## src/rtl/store_request_unit_if.sv

```systemverilog
// store_request_unit_if: pipeline store request, data-bus write channel and status pulses
interface store_request_unit_if #(parameter int ADDR_W = 32);
   logic              req_valid;
   logic              req_ready;
   logic [ADDR_W-1:0] req_addr;
   logic [31:0]       req_data;
   logic [1:0]        req_type;
   logic              dreq_valid;
   logic [ADDR_W-1:0] dreq_addr;
   logic [3:0]        dreq_strobe;
   logic [31:0]       dreq_data;
   logic              dresp_addr_ok;
   logic              dresp_data_ok;
   logic              done;
   logic              addr_err;
   logic [ADDR_W-1:0] bad_vaddr;
   modport slave (
      input  req_valid, req_addr, req_data, req_type, dresp_addr_ok, dresp_data_ok,
      output req_ready, dreq_valid, dreq_addr, dreq_strobe, dreq_data, done, addr_err, bad_vaddr
   );
   modport master (
      output req_valid, req_addr, req_data, req_type, dresp_addr_ok, dresp_data_ok,
      input  req_ready, dreq_valid, dreq_addr, dreq_strobe, dreq_data, done, addr_err, bad_vaddr
   );
endinterface

```

## src/rtl/store_request_unit.sv

```systemverilog
// store_request_unit: aligns store data/strobes and runs the two-phase bus write handshake
module store_request_unit #(parameter int ADDR_W = 32) (
   input logic clk,
   input logic resetn,
   store_request_unit_if.slave bus
);
   typedef enum logic [1:0] {IDLE, ADDR, DATA, ERR} state_t;
   state_t state;
   logic word, half, mis;
   logic [3:0] strb;
   logic [31:0] wdata;
   assign word = bus.req_type == 2'b00;
   assign half = bus.req_type == 2'b01;
   assign mis = word ? |bus.req_addr[1:0] : half & bus.req_addr[0];
   assign strb = word ? 4'hf : half ? (bus.req_addr[1] ? 4'hc : 4'h3) : 4'h1 << bus.req_addr[1:0];
   assign wdata = word ? bus.req_data : half ? {2{bus.req_data[15:0]}} : {4{bus.req_data[7:0]}};
   assign bus.req_ready = state == IDLE;
   always_ff @(posedge clk or negedge resetn) begin
      if (!resetn) begin
         state <= IDLE;
         bus.dreq_valid <= 1'b0;
         bus.dreq_addr <= '0;
         bus.dreq_strobe <= '0;
         bus.dreq_data <= '0;
         bus.done <= 1'b0;
         bus.addr_err <= 1'b0;
         bus.bad_vaddr <= '0;
      end else begin
         bus.done <= 1'b0;
         bus.addr_err <= 1'b0;
         case (state)
            IDLE: if (bus.req_valid) begin
               if (mis) begin
                  state <= ERR;
                  bus.addr_err <= 1'b1;
                  bus.bad_vaddr <= bus.req_addr;
               end else begin
                  state <= ADDR;
                  bus.dreq_valid <= 1'b1;
                  bus.dreq_addr <= bus.req_addr;
                  bus.dreq_strobe <= strb;
                  bus.dreq_data <= wdata;
               end
            end
            // data_ok together with addr_ok completes the store without visiting DATA
            ADDR: if (bus.dresp_addr_ok) begin
               bus.dreq_valid <= 1'b0;
               state <= bus.dresp_data_ok ? IDLE : DATA;
               bus.done <= bus.dresp_data_ok;
            end
            DATA: if (bus.dresp_data_ok) begin
               state <= IDLE;
               bus.done <= 1'b1;
            end
            default: state <= IDLE;
         endcase
      end
   end
endmodule
```

## src/flat_wrapper.sv

```systemverilog
// flat-port wrapper written by rule: the top's interface ports become plain ports
module store_request_unit_flat 
#(parameter int ADDR_W = 32)
  (clk, resetn, bus_req_valid, bus_req_addr, bus_req_data, bus_req_type, bus_dresp_addr_ok, bus_dresp_data_ok, bus_req_ready, bus_dreq_valid, bus_dreq_addr, bus_dreq_strobe, bus_dreq_data, bus_done, bus_addr_err, bus_bad_vaddr);
  store_request_unit_if #(.ADDR_W(ADDR_W)) bus_i ();
  input logic clk;
  input logic resetn;
  input wire logic [$bits(bus_i.req_valid)-1:0] bus_req_valid;
  input wire logic [$bits(bus_i.req_addr)-1:0] bus_req_addr;
  input wire logic [$bits(bus_i.req_data)-1:0] bus_req_data;
  input wire logic [$bits(bus_i.req_type)-1:0] bus_req_type;
  input wire logic [$bits(bus_i.dresp_addr_ok)-1:0] bus_dresp_addr_ok;
  input wire logic [$bits(bus_i.dresp_data_ok)-1:0] bus_dresp_data_ok;
  output wire logic [$bits(bus_i.req_ready)-1:0] bus_req_ready;
  output wire logic [$bits(bus_i.dreq_valid)-1:0] bus_dreq_valid;
  output wire logic [$bits(bus_i.dreq_addr)-1:0] bus_dreq_addr;
  output wire logic [$bits(bus_i.dreq_strobe)-1:0] bus_dreq_strobe;
  output wire logic [$bits(bus_i.dreq_data)-1:0] bus_dreq_data;
  output wire logic [$bits(bus_i.done)-1:0] bus_done;
  output wire logic [$bits(bus_i.addr_err)-1:0] bus_addr_err;
  output wire logic [$bits(bus_i.bad_vaddr)-1:0] bus_bad_vaddr;
  assign bus_i.req_valid = bus_req_valid;
  assign bus_i.req_addr = bus_req_addr;
  assign bus_i.req_data = bus_req_data;
  assign bus_i.req_type = bus_req_type;
  assign bus_i.dresp_addr_ok = bus_dresp_addr_ok;
  assign bus_i.dresp_data_ok = bus_dresp_data_ok;
  assign bus_req_ready = bus_i.req_ready;
  assign bus_dreq_valid = bus_i.dreq_valid;
  assign bus_dreq_addr = bus_i.dreq_addr;
  assign bus_dreq_strobe = bus_i.dreq_strobe;
  assign bus_dreq_data = bus_i.dreq_data;
  assign bus_done = bus_i.done;
  assign bus_addr_err = bus_i.addr_err;
  assign bus_bad_vaddr = bus_i.bad_vaddr;
  store_request_unit #(.ADDR_W(ADDR_W)) u_core (.clk(clk), .resetn(resetn), .bus(bus_i));
endmodule
```

## config.mk

```make
export PLATFORM = sky130hd
export DESIGN_NAME = store_request_unit_flat
export DESIGN_NICKNAME = d
export VERILOG_FILES = /design/src/rtl/store_request_unit_if.sv /design/src/rtl/store_request_unit.sv /design/src/flat_wrapper.sv
export SDC_FILE = /design/constraint.sdc
export NUM_CORES = 1
export LEC_CHECK = 0
export CORE_MARGIN = 8
export CORE_UTILIZATION = 35
export DETAILED_ROUTE_END_ITERATION = 6
export PLACE_DENSITY_LB_ADDON = 0.1
export SLEW_MARGIN = 20
export SYNTH_ARGS = -nofsm -noshare
export SYNTH_HDL_FRONTEND = slang
export SYNTH_SLANG_ARGS = --single-unit
export TNS_END_PERCENT = 1
```

## constraint.sdc

```tcl
create_clock -name clk -period 3.7 [get_ports clk]
set_input_delay 0.37 -clock clk [delete_from_list [all_inputs] [get_ports clk]]
set_output_delay 0.37 -clock clk [all_outputs]
set_load 0.01 [all_outputs]
```

After elaboration in Yosys (flattened, before gate mapping)
Cells that the tools add are included.
- eq/ne operators: 7
- shifts and indexed selects: 1
- mux-type cells: 22
- bitwise operators: 2
- reductions and logical operators: 8
- operators by type and width (operator ; count):
    two-way mux 32 bit ; 2
    two-way mux 4 bit ; 3
    two-way mux 2 bit ; 5
    two-way mux 1 bit ; 9
    AND reduction 3 bit ; 3
    inequality test 2 bit, second input constant ; 4
    one-hot mux 2 bit (3 select lines) ; 1
    equality test 2 x 1 -> 1 bit, second input constant ; 2
    zero test 2 bit ; 2
    one-hot mux 1 bit (2 select lines) ; 2
    AND reduction 4 bit ; 1
    left shift 1 x 2 -> 4 bit, first input constant ; 1
    equality test 2 bit, second input constant ; 1
    nonzero test 2 bit ; 1
    OR reduction 2 bit ; 1
    bitwise AND 1 bit ; 1
    inverter 1 bit ; 1
- flip-flop bits (word level): 105
- bits of input ports: 71
- output and inout port bits: 104
- logic and storage cells: 48

Logic depth before layout (Yosys ltp)
- word-level depth: 6
- gate-level depth with buffers: 7
- depth with buffers taken out: 6

Least setup slack after synthesis
OpenSTA, ideal clock, no wires.
- path type: reg-to-reg
- start: reg u_core.state[0]
- end: reg u_core.bus.dreq_data[5]
- setup time: 125 ps
- data arrival time: 1732 ps
- data required time: 3575 ps
- path slack: 1843 ps
- cell stages (with the launch flop): 8
- period minus slack after synthesis: 1857 ps
- cell sequence: dfrtp_1 -> inv_1 -> ha_1 -> nand2_1 -> or2_1 -> buf_6 -> buf_6 -> mux2_4
- word-level cells in the longest chain between the ends: 2
- RTL lines (element ; RTL line ; RTL):
    from (decl) ; store_request_unit.sv:8 ; state_t state;
    from (signal assigned) ; store_request_unit.sv:48 ; state <= bus.dresp_data_ok ? IDLE : DATA;
    zero test 2 bit ; -- ;
    named net bus_req_ready ; flat_wrapper.sv:14 ; output wire logic [$bits(bus_i.req_ready)-1:0] bus_req_ready;
    AND reduction 3 bit (no line) ; -- ;
    to (signal assigned) ; store_request_unit.sv:42 ; bus.dreq_data <= wdata;
    to (decl) ; store_request_unit_if.sv:19 ; output req_ready, dreq_valid, dreq_addr, dreq_strobe, dreq_data, done, addr_err, bad_vaddr
The timed path passes the listed nets, and every way through them passes these cells.
A chain may end at the register's enable or synchronous reset.

Worst setup path after layout
- start: reg u_core.state[1]
- end: reg u_core.bus.bad_vaddr[0]
- word-level cells in the longest chain between the ends: 2
- RTL lines (element ; RTL line ; RTL):
    zero test 2 bit ; store_request_unit.sv:31 ; case (state)
    AND reduction 3 bit (no line) ; -- ;
    to (signal assigned) ; store_request_unit.sv:36 ; bus.bad_vaddr <= bus.req_addr;
    to (decl) ; store_request_unit_if.sv:19 ;
No other way between the ends.

==> run_results.csv <==
group,metric,value,unit
status,status,"complete, no violations",
placed_design,place_congestion,0.7407,
setup_path,arrival,2510,ps
synthesis,syn_avg_cell_area,13.79,µm²
cells_and_area,drive_gt1_share,16.63,%
sta,fmax,437.0,MHz
die,dieArea,0.01650,mm²
cells_and_area,seq_area,0.002628,mm²
sta,relSlewSlack,49.12,%
clock_network,cts_buffers,9,
power,p_seq_share,37.3,%
clock_network,cts_tree,"done",
setup_path,path_max_fanout,33,
routing,avgRoutedWirePerCell,18.48,µm
power,power.internal,3.721,mW
routing,via_per_inst,4.633,
routing,drt-initial-drc-count,118,
routing,vias,3109,
routing,drt_first_pass_iters,4,
power,clkPwrFrac,17.8,%
sta,final.setup.tns,0,ps
sta,clock_skew,5.028,ps
placed_design,portBuffers,174,
power,p_sw,1.661,mW
synthesis,syn-instance-count,321,
worst_hold_path,hold_class,"in -> async",
synthesis,synth-seq-cells,105,
clock_network,cts_hold_buf,0,
setup_path,startpoint_type,"flop",
synthesis,synth_area,0.004427,mm²
synthesis,async_flop_share,100.0,%
routing,drc,0,
flow_run,cap_violations,0,
clock_network,cts.clk_slew.worst_paths,70,ps
power,pwr-share-comb,45.0,%
power,p_sw_share,30.86,%
sta,min_period,2288,ps
cells_and_area,finalNetCount,569,
global_routing,antenna_found_initial,0,
synthesis,synthFlopType,"dfrtp_1",
sta,finalMaxSlewViolations,0,
synthesis,synthTopCellsByCount,"105 x dfrtp_1, 49 x mux2_2, 41 x o21ai_0, 29 x mux2_1, 24 x mux2i_1",
power,totalPowerFinal,5.381,mW
global_routing,grt_start_max_net_pins,59,
setup_path,cp.required,3920,ps
setup_path,end_kind,"flop",
synthesis,yosysWarningCount,0,
synthesis,ys_seq_area_share,59.36,%
cells_and_area,diodes,0,
synthesis,synth.most_common_cell,"dfrtp_1",
clock_network,clock-root-buffer,"clkbuf_16",
cells_and_area,nFillCells,1118,
global_routing,grt_pass1_vias,3445,
synthesis,netlist-cell-type-count,34,
die,fp.dieW,128.5,µm
die,rows,41,
die,ios,175,
routing,wirelength,12.40,mm
synthesis,synthTopCellsByArea,"dfrtp_1 59%, mux2_2 12%, mux2_1 7.4%",
sta,fin_crit_sh,61.84,%
global_routing,grt_pass1_wl,19.22,mm
synthesis,synth_nets,395,
power,peakVddDrop,0.0004399,V
clock_network,clk-insertion-delay-late,340,ps
sta,worst_slew_pin_slew,763.2,ps
clock_network,ctsResizeCount,0,
sta,rsz0062_at_grt,"no",
setup_path,setup.worst_path.class,"reg -> reg",
placed_design,hpwlAfterDp,9.173,mm
cells_and_area,syn_to_final_growth,49.58,%
global_routing,gr-total-overflow,0,
clock_network,htree_levels,3,
synthesis,yosysTopAreaCellShare,59.36,%
synthesis,synth_edf_count,0,
global_routing,grt_usage,15.15,%
cells_and_area,multi_input_area,0.001647,mm²
clock_network,cts_max_path_buffers,2,
die,start_util,35.51,%
routing,ant_nets,0,
power,powerDensity,812.7,mW/mm²
synthesis,yosys.area.top_type,"dfrtp_1",
power,leakagePower,2.793,nW
die,die_h,128.5,µm
die,core_area,0.01247,mm²
sta,setup_viol,0,
clock_network,clock_sinks,105,
sta,hold_violations,0,
clock_network,postCtsSetupRepairBufs,0,
## cells in the final DEF, fill, tap and decap left out, types with 7 or more instances in the layout
master and count:
dfrtp_1 105, mux2_1 29, inv_1 7, mux2i_1 24, clkdlybuf4s50_1 173, o21ai_0 41
nand2_1 12, buf_4 10, clkbuf_16 9, mux2_2 49
## worst max-delay path, cell delays in order, from the launching register on
cell     delay, ps
dfrtp_1        410
inv_1           90
ha_1           270
nand2_1        220
buf_4          270
nor2b_4        110
buf_4          400
mux2_2         390
## registers in the layout (all words and copies together) (netlist names)
register	count
u_core.bus.addr_err	1
u_core.bus.bad_vaddr	32
u_core.bus.dreq_strobe	4
u_core.bus.dreq_addr	32
u_core.bus.dreq_data	32
u_core.bus.dreq_valid	1
u_core.state	2
u_core.bus.done	1
## through the flow
step	util, %	instances	setup WS, ps	cell area (µm²)	hold WS, ps
after floorplan	-	321	1843	4427	74.41
after global placement	50.75	656	1125	6326	467.6
after detailed placement	50.75	656	1100	6326	473.7
after CTS	53.12	671	1366	6621	117.4
after global routing	53.12	671	1258	6621	145.3
final	53.12	671	1412	6621	79.95
## power by group through the flow
| stage | sequential [mW] | clock [mW] | combinational, mW |
|---|---|---|---|
| after floorplan | 2.26 | 0 | 0.735 |
| after global placement | 2.00 | 0 | 2.45 |
| after detailed placement | 2.03 | 0 | 2.47 |
| after CTS | 2.01 | 0.987 | 2.49 |
| after global routing | 2.09 | 1.03 | 2.61 |
| final | 2.00 | 0.956 | 2.42 |
## kinds of logic (layout without fill, tap and decap cells)
family | Yosys count | in the layout | synth area share, %
AOI/OAI and AO/OA | 54 | 54 | 6.953
xor gates and xnor gates | 1 | 1 | 0.1979
adders and majority gates | 3 | 3 | 0.8480
buffers and inverters | 28 | 206 | 3.618
DFF | 105 | 105 | 59.36
muxes | 105 | 105 | 26.29
and+or+nand+nor | 25 | 25 | 2.742
## routing by layer
| metal | GRT usage [%] | part of all wire (%) |
|---|---|---|
| met5 | 0 | 0 |
| met1 | 17.60 | 43 |
| met4 | 6.154 | 1.7 |
| met2 | 24.61 | 47 |
| met3 | 5.916 | 8.6 |
## cell type report
cell class,instances,share of cell area (%)
clock buffer,10,3.609
clock inverter,5,0.8503
inverter,8,0.4535
multi-input combinational,188,24.87
sequential,105,39.68
tap,172,3.250
timing repair buffer,183,27.29
## path summary, 6_finish.rpt
path	cells after the start	to	slack, ps	startpoint
setup reg to reg	7	u_core.bus.bad_vaddr[0]	1410	u_core.state[1]
max in group asynchronous	2	u_core.bus.dreq_data[9]	2740	resetn
hold reg to reg	1	u_core.bus.bad_vaddr[14]	480	u_core.bus.bad_vaddr[14]
min in group clk	1	u_core.bus.bad_vaddr[14]	480	u_core.bus.bad_vaddr[14]
setup / recovery	7	u_core.bus.bad_vaddr[0]	1410	u_core.state[1]
hold / removal	1	u_core.bus.dreq_data[18]	80	resetn
(Power assumes the default switching activity.)
